File: src/rtl/uart_pkg.sv
// Shared types for the UART transmit arbiter: FSM state encoding and byte width.
package uart_pkg;

  localparam int BYTE_W = 8;

  typedef enum logic [1:0] {
    ST_IDLE      = 2'd0,
    ST_ISSUE     = 2'd1,
    ST_WAIT_BUSY = 2'd2,
    ST_WAIT_DONE = 2'd3
  } state_t;

endpackage

File: src/rtl/rr_pick.sv
// Rotating priority encoder: search begins one slot past ptr_i and wraps around.
// Purely combinational, zero latency, no backpressure.
module rr_pick #(
  parameter  int NUM_REQ = 4,
  localparam int IDX_W   = $clog2(NUM_REQ)
) (
  input  logic [NUM_REQ-1:0] req_i,
  input  logic [IDX_W-1:0]   ptr_i,
  output logic [IDX_W-1:0]   win_idx_o,
  output logic               any_o
);

  int   slot;
  logic found;

  always_comb begin
    win_idx_o = '0;
    found     = 1'b0;
    slot      = 0;
    for (int k = 1; k <= NUM_REQ; k++) begin
      slot = (int'(ptr_i) + k) % NUM_REQ;
      if (!found && req_i[IDX_W'(slot)]) begin
        found     = 1'b1;
        win_idx_o = IDX_W'(slot);
      end
    end
    any_o = found;
  end

endmodule

File: src/rtl/uart_tx_arbiter.sv
// Round-robin sharing of one UART transmitter; accept-to-start is 1 cycle, all outputs registered.
// Requesters wait on req_ready while a frame is in flight; a locked message blocks everyone else.
module uart_tx_arbiter
  import uart_pkg::*;
#(
  parameter  int NUM_REQ       = 4,
  parameter  int START_TIMEOUT = 16,
  localparam int IDX_W         = $clog2(NUM_REQ),
  localparam int CNT_W         = $clog2(START_TIMEOUT + 1)
) (
  input  logic                      clk,
  input  logic                      reset,
  input  logic [NUM_REQ-1:0]        req_valid,
  input  logic [BYTE_W*NUM_REQ-1:0] req_data,
  input  logic [NUM_REQ-1:0]        req_last,
  output logic [NUM_REQ-1:0]        req_ready,
  output logic                      tx_start,
  output logic [BYTE_W-1:0]         tx_data,
  input  logic                      tx_busy,
  output logic [IDX_W-1:0]          grant_id,
  output logic                      locked,
  output logic                      timeout_err
);

  state_t               state_q, state_d;
  logic [IDX_W-1:0]     ptr_q, ptr_d;
  logic [IDX_W-1:0]     grant_q, grant_d;
  logic [NUM_REQ-1:0]   req_ready_q, req_ready_d;
  logic                 tx_start_q, tx_start_d;
  logic [BYTE_W-1:0]    tx_data_q, tx_data_d;
  logic                 last_q, last_d;
  logic                 locked_q, locked_d;
  logic                 timeout_q, timeout_d;
  logic [CNT_W-1:0]     cnt_q, cnt_d;

  logic [NUM_REQ-1:0]   cand;
  logic [IDX_W-1:0]     win_idx;
  logic                 win_any;

  // While a message is open only its owner may compete, so bytes never interleave.
  assign cand = locked_q ? (req_valid & (NUM_REQ'(1) << grant_q)) : req_valid;

  rr_pick #(.NUM_REQ(NUM_REQ)) u_pick (
    .req_i     (cand),
    .ptr_i     (ptr_q),
    .win_idx_o (win_idx),
    .any_o     (win_any)
  );

  always_comb begin
    state_d     = state_q;
    ptr_d       = ptr_q;
    grant_d     = grant_q;
    req_ready_d = '0;
    tx_start_d  = 1'b0;
    tx_data_d   = tx_data_q;
    last_d      = last_q;
    locked_d    = locked_q;
    timeout_d   = timeout_q;
    cnt_d       = cnt_q;
    case (state_q)
      ST_IDLE: begin
        if (win_any) begin
          tx_data_d   = req_data[BYTE_W*int'(win_idx) +: BYTE_W];
          last_d      = req_last[win_idx];
          grant_d     = win_idx;
          req_ready_d = NUM_REQ'(1) << win_idx;
          state_d     = ST_ISSUE;
        end
      end
      ST_ISSUE: begin
        tx_start_d = 1'b1;
        cnt_d      = '0;
        state_d    = ST_WAIT_BUSY;
      end
      ST_WAIT_BUSY: begin
        if (tx_busy) begin
          state_d = ST_WAIT_DONE;
        end else if (cnt_q == CNT_W'(START_TIMEOUT - 1)) begin
          // Transmitter never acknowledged: drop the byte and release any message lock.
          timeout_d = 1'b1;
          locked_d  = 1'b0;
          state_d   = ST_IDLE;
        end else begin
          cnt_d = cnt_q + 1'b1;
        end
      end
      ST_WAIT_DONE: begin
        if (!tx_busy) begin
          ptr_d    = grant_q;
          locked_d = ~last_q;
          state_d  = ST_IDLE;
        end
      end
      default: state_d = ST_IDLE;
    endcase
  end

  always_ff @(posedge clk or negedge reset) begin
    if (!reset) begin
      state_q     <= ST_IDLE;
      ptr_q       <= IDX_W'(NUM_REQ - 1);
      grant_q     <= '0;
      req_ready_q <= '0;
      tx_start_q  <= 1'b0;
      tx_data_q   <= '0;
      last_q      <= 1'b0;
      locked_q    <= 1'b0;
      timeout_q   <= 1'b0;
      cnt_q       <= '0;
    end else begin
      state_q     <= state_d;
      ptr_q       <= ptr_d;
      grant_q     <= grant_d;
      req_ready_q <= req_ready_d;
      tx_start_q  <= tx_start_d;
      tx_data_q   <= tx_data_d;
      last_q      <= last_d;
      locked_q    <= locked_d;
      timeout_q   <= timeout_d;
      cnt_q       <= cnt_d;
    end
  end

  assign req_ready   = req_ready_q;
  assign tx_start    = tx_start_q;
  assign tx_data     = tx_data_q;
  assign grant_id    = grant_q;
  assign locked      = locked_q;
  assign timeout_err = timeout_q;

endmodule
File: config.mk
export PLATFORM = sky130hd
export DESIGN_NAME = uart_tx_arbiter
export DESIGN_NICKNAME = d
export VERILOG_FILES = /design/src/rtl/uart_pkg.sv /design/src/rtl/rr_pick.sv /design/src/rtl/uart_tx_arbiter.sv
export SDC_FILE = /design/constraint.sdc
export NUM_CORES = 1
export LEC_CHECK = 0
export ABC_CLOCK_PERIOD_IN_PS = 4600
export BUFFER_PORTS_ARGS = -buffer_cell sky130_fd_sc_hd__buf_2
export CORE_MARGIN = 5
export CORE_UTILIZATION = 50
export DETAILED_ROUTE_END_ITERATION = 10
export HOLD_SLACK_MARGIN = 0.12
export PLACE_DENSITY = 0.75
export SYNTH_ARGS = -nofsm -noshare
export SYNTH_HDL_FRONTEND = slang
export SYNTH_SLANG_ARGS = --single-unit
export TNS_END_PERCENT = 20
File: constraint.sdc
create_clock -name clk -period 4.6 [get_ports clk]
set_input_delay 0.23 -clock clk [delete_from_list [all_inputs] [get_ports clk]]
set_output_delay 0.23 -clock clk [all_outputs]
set_load 0.01 [all_outputs]
# --- After elaboration in Yosys (flattened, before gate mapping) ---
# Index checks and enable logic that the tools add are counted.
word_totals:
  reg_bits: 27
  out_inout_bits: 17
  elab_cells: 89
op_classes:
  addsub: 5
  order_cmp: 5
  n_eq_ne: 10
  shifts: 3
  n_mux: 38
  n_bitwise: 3
  reduce_logical: 15
ops:
  columns: ["operator", "count"]
  rows:
  - ["32-bit by 6-bit indexed part select with 8-bit output", 1]
  - ["1-bit two-way mux", 17]
  - ["2-bit by 4-bit < comparator with 1-bit output (second input constant)", 4]
  - ["2-bit two-way mux", 8]
  - ["4-bit two-way mux", 3]
  - ["1-bit binary-select mux with 2-bit select", 5]
  - ["5-bit two-way mux", 2]
  - ["5-bit case mux with 2 select lines", 1]
  - ["3-bit AND reduction", 3]
  - ["2-bit != test (second input constant)", 4]
  - ["2-bit case mux with 4 select lines", 1]
  - ["1-bit by 2-bit << shifter with 4-bit output (first input constant)", 2]
  - ["5-bit by 1-bit adder with 5-bit output (second input constant)", 1]
  - ["5-bit by 4-bit == test with 1-bit output (second input constant)", 1]
  - ["2-bit by 1-bit adder with 2-bit output (second input constant)", 2]
  - ["2-bit adder (second input constant)", 2]
  - ["4-bit bitwise AND", 1]
  - ["2-bit == test (second input constant)", 2]
  - ["2-bit AND reduction", 2]
  - ["4-bit AND reduction", 1]
  - ["2-bit nonzero test", 2]
  - ["1-bit logical AND", 3]
  - ["1-bit logical NOT", 3]
  - ["2-bit by 3-bit < comparator with 1-bit output (second input constant)", 1]
  - ["other kinds (6)", 7]

# --- Depth between registers and ports, before layout ---
logic_depth:
  ltp_word: 19
  ltp_mapped: 9

# --- Hierarchy ---
# A second synthesis with hierarchy kept.
hier_totals:
  cells_unflattened: 148
  hier_area_um2: 1540.2
by_module_without_submodules:
  columns: ["mod", "n_inst", "cells_per_inst", "area_per_inst_um2"]
  rows:
  - ["uart_tx_arbiter", 1, 134, 1448.9]
  - ["rr_pick", 1, 14, 91.3]

# --- Least setup slack after synthesis ---
# Ideal clock, no wire load.
synth_path:
  path_kind: "register to register"
  startpoint: "register ptr_q[0]"
  endpoint: "register tx_data_q[2] (netlist: tx_data[2])"
  setup_ps: 140
  arrival_ps: 2052
  path_slack_ps: 2408
  path_stages_with_launch: 10
  n_path_buf: 3
  path_cell_list: "dfstp_2 buf_6 buf_2 nand3b_1 a21oi_1 o41ai_4 buf_6 mux2_1 nand4_1 o311ai_1"
synth_via:
  elab_chain_cells: 15
synth_rtl:
  columns: ["element", "line_no", "source"]
  rows:
  - ["from (decl)", "uart_tx_arbiter.sv:26", "logic [IDX_W-1:0] ptr_q, ptr_d;"]
  - ["from (signal assigned)", "uart_tx_arbiter.sv:102", "ptr_q <= IDX_W'(NUM_REQ - 1);"]
  - ["from (signal assigned)", "uart_tx_arbiter.sv:113", "ptr_q <= ptr_d;"]
  - ["2-bit by 1-bit adder with 2-bit output", "rr_pick.sv:21", "slot = (int'(ptr_i) + k) % NUM_REQ;"]
  - ["1-bit binary-select mux with 2-bit select", "rr_pick.sv:22", "if (!found && req_i[IDX_W'(slot)]) begin"]
  - ["1-bit two-way mux (not written as such) (2 in series)", "rr_pick.sv:22", null]
  - ["1-bit two-way mux", "rr_pick.sv:22", null]
  - ["1-bit logical NOT", "rr_pick.sv:22", null]
  - ["1-bit logical AND", "rr_pick.sv:22", null]
  - ["1-bit two-way mux", "rr_pick.sv:22", null]
  - ["1-bit logical NOT", "rr_pick.sv:22", null]
  - ["1-bit logical AND", "rr_pick.sv:22", null]
  - ["1-bit two-way mux", "rr_pick.sv:22", null]
  - ["1-bit logical NOT", "rr_pick.sv:22", null]
  - ["1-bit logical AND", "rr_pick.sv:22", null]
  - ["2-bit two-way mux or 1-bit two-way mux (tied branches)", "rr_pick.sv:22", null]
  - ["32-bit by 6-bit indexed part select with 8-bit output or 2-bit AND reduction (tied branches)", null, null]
  - ["to (signal assigned)", "uart_tx_arbiter.sv:117", "tx_data_q <= tx_data_d;"]
  - ["to (decl)", "uart_tx_arbiter.sv:30", "logic [BYTE_W-1:0] tx_data_q, tx_data_d;"]
# Parallel ways exist; a longest one is shown, timed or not. The select of a mux whose other input is x is not followed.
# A chain may end at the register's enable or synchronous reset.

# --- Final worst setup path ---
layout_path:
  startpoint: "register ptr_q[0]"
  endpoint: "register tx_data_q[6] (netlist: tx_data[6])"
# The elaborated chain is that of the path after synthesis.

==> results.md <==
* Clock Sinks at 27
* Tmin final at 2580 ps
* Die span in y at between 60 and 70 um
* DRT Pass-1 Iters at 4
* Crit-path cells: mux2_1 > a211oi_2 > nor3_1 > a311oi_1 > buf_4 > and2_1 > o311ai_1
* Core ar. at 0.00342 mm^2
* Period utilization at ~56%
* Kind of start point of the critical path: flop
* Routed len/inst at 14.2 um
* Routability cong. at a little over 0.7
* Hold WS at about 170 ps
* Root Buffer: clkbuf_4
* Setup CP Type: reg2reg
* CTS tree: built
* Antenna diode count at 0
* Final Hold Vio Count at 0
* Top cells by count, synth: dfrtp_1 (25), nand2_1 (21), mux2i_1 (13)
* Ys Warns at 0
* Pint at 697 uW
* PostCTS Resize Cnt at 0
* Final Max Slew Viols at 0
* Max incr delay on CP at roughly 740 ps
* Synthesized area at 0.00179 mm^2
* P_sw at ~600 uW
* Starting Density at a little over half
* Worst Setup End Kind: flop
* Comb power frac at a little under three fifths
* Setup Viol. Count Final at 0
* Post-CTS setup buffer count at 0
* Asr flop ratio synth at between 90% and 100%
* Bufs and invs on worst path at 1
* Clock latency at the later pin of the worst-skew pair at 340 ps
* GRT Overall Usage at between 10% and 20%
* CTS Buffer Depth at 2
* Cell taking the most area after synthesis: dfrtp_1
* CTS H-tree lvls at 1
* Synth top area share at between 30% and 40%
* Mapped Cells at 185
* Remaining Overflow, GRT at 0
* CP top delay family: flip-flops
* Seq pwr share at 35.4%
* Post-synthesis sequential area ratio at roughly 38%
* Synth Register Bits at 27
* Nets at roughly 280
* Port bufs at 59
* Total power at 1.31 mW
* Syn_area_per_cell at just under 10 um^2
* Crit-path slowest cell: dfstp_2
* Reg clk slew, reported paths at around 150 ps
* Status: finished, final reports clean
* Main synth FF type: dfrtp_1
* Pwr/cell area at slightly above 600 mW/mm^2
* Largest net degree at the start of global routing at 28
* Slew HR at 60.5%
* Die area at between 0.004 and 0.005 mm^2
* Final cell count without fillers at around 280
* 1st-iter DRT viols at between 100 and 150
* CP arrival at roughly 2800 ps
* Clk network pwr share at between 8 and 9%
* Final core occ at between 60 and 70%
* Peak VDD IR at between 0.2 and 0.3 mV
* Routed Antenna Nets at 0
* Post-synth cell types at 45
* Total negative slack at 0 ps
* Share of layout cells above drive strength 1 at 33.3%
* Synth-to-Final Area Change at 18.0%
* Vias at around 1.6k
* First-pass GRT wire length at between 7000 and 8000 um
* Max Clock Freq at about 0.39 GHz
* Initial antenna violation count at 0
* Cells after DPL at around 280
* Clk_skew at 9.71 ps
* Post-DP HPWL at just under 3000 um
* Crit Path Max Fanout at 17
* TritonCTS Buffers at 3
* Worst-Margin Slew at approximately 590 ps
* Routed WL at 4020 um
* # IOs at 60
* Residual DRC count at 0
* Total nets after synthesis at 230
* Max Cap Viol at 0
* Leakage power at between 1 and 1.5 nW
* Row Count at 21
* RSZ-0062 raised after global routing: no
* Die width at 69.9 um
* Sw Ratio at 46.6%
* Via/cell ratio at roughly 5.6
* Synth area leaders: dfrtp_1 (35%), mux2i_1 (7.3%), mux2_1 (5.7%)
* Min-delay worst type: in2reg
* Worst EP required at between 4000 and 5000 ps
* Most frequent cell after synthesis: dfrtp_1
* Vias in the first global route at 1524
* EDFF count, synth at 0
-- final cells by class --
| cell class | instances | area [um^2] |
|---|---|---|
| repair buffers | 64 | 335 |
| multi-input cells | 136 | 991 |
| inverters | 6 | 22.5 |
| flip-flops and latches | 27 | 678 |
| clock buffers | 3 | 22.5 |
| fillers | 306 | 1300 |
| well taps | 46 | 57.6 |
| clock inverters | 1 | 8.76 |
-- worst register-to-register path: cells and delay by family, from the launching register on --
family | cells | cell delay, ps
AOI/OAI and AO/OA | 3 | 690
DFF | 1 | 740
buffers and inverters | 1 | 220
and+or+nand+nor | 2 | 440
muxes | 1 | 370
-- metrics by stage --
step | setup WS [ps] | instance area [um^2]
after floorplan | 2410 | 1790
after global placement | 2070 | 2070
after detailed placement | 2030 | 2070
after CTS | 2010 | 2120
after global routing | 1810 | 2120
final | 2020 | 2120
-- cell usage in the layout (no fill, tap or decap), types with 2 or more instances in the layout --
cell | synthesis | layout
nand4_1 | 11 | 11
dfstp_2 | 2 | 2
nand4b_1 | 3 | 3
a21oi_1 | 9 | 9
nand2_1 | 21 | 21
nor3_1 | 4 | 4
o21ai_0 | 11 | 10
o21ai_1 | 1 | 2
o211ai_1 | 4 | 4
dfrtp_1 | 25 | 25
ha_1 | 2 | 2
buf_2 | 6 | 59
inv_1 | 6 | 6
o311ai_1 | 9 | 9
mux2_2 | 3 | 3
nor4_1 | 2 | 2
nor2_1 | 8 | 8
mux2_1 | 9 | 9
clkbuf_4 | 0 | 3
and3_1 | 4 | 4
buf_4 | 1 | 4
mux2i_1 | 13 | 13
-- metal layers --
layer | routed length, um | vias to the layer above | GRT usage, %
met5 | 0 | - | 0
li1 | - | 805 | -
met3 | 283 | 4 | 4.88
met1 | 1870 | 734 | 24.3
met2 | 1830 | 51 | 28.3
met4 | 31 | 0 | 3.83
-- path summary, 6_finish.rpt --
check                                        start                 endpoint  slack, ps  depth (start not counted)
hold reg to reg            timeout_err$_DFFE_PN0P_  timeout_err$_DFFE_PN0P_        480                          1
setup reg to reg              ptr_q[0]$_DFFE_PN1P_   tx_data[6]$_DFFE_PN0P_       2020                          7
setup / recovery              ptr_q[0]$_DFFE_PN1P_   tx_data[6]$_DFFE_PN0P_       2020                          7
max in group asynchronous                    reset     cnt_q[2]$_DFFE_PN0P_       3800                          2
hold / removal                             tx_busy   state_q[0]$_DFFE_PN0P_        170                          3
min in group asynchronous                    reset  grant_id[1]$_DFFE_PN0P_        410                          2
-- logic make-up after synthesis --
kind of cell	Yosys count	synth area share, %
buffers and inverters	22	6.91
flip-flops	27	37.8
multiplexers	25	14.8
adder cells (fa/ha/maj)	2	1.40
AND/OR/NAND/NOR	62	19.3
AO/OA/AOI/OAI	47	19.7
-- flip-flops by register name, summed over array words and instances, names as in the netlist --
| name | flops |
|---|---|
| tx_data | 8 |
| cnt_q | 5 |
| req_ready | 4 |
| grant_id | 2 |
| ptr_q | 2 |
| state_q | 2 |
| last_q | 1 |
| locked | 1 |
| timeout_err | 1 |
| tx_start | 1 |
-- power by group through the flow --
| stage | Clock (mW) | Sequential, mW | Combinational (mW) |
|---|---|---|---|
| floorplan | 0 | 0.419 | 0.626 |
| global route | 0.129 | 0.484 | 0.818 |
| CTS | 0.116 | 0.461 | 0.741 |
| detailed placement | 0 | 0.463 | 0.740 |
| finish | 0.112 | 0.463 | 0.731 |
| global placement | 0 | 0.464 | 0.726 |
-- what timing repair did --
item                                    4_1_cts  5_1_grt
hold buffers                                  1        0
endpoints found under the setup margin        0        0
endpoints found under the hold margin        25        0
(Power assumes the default switching activity.)
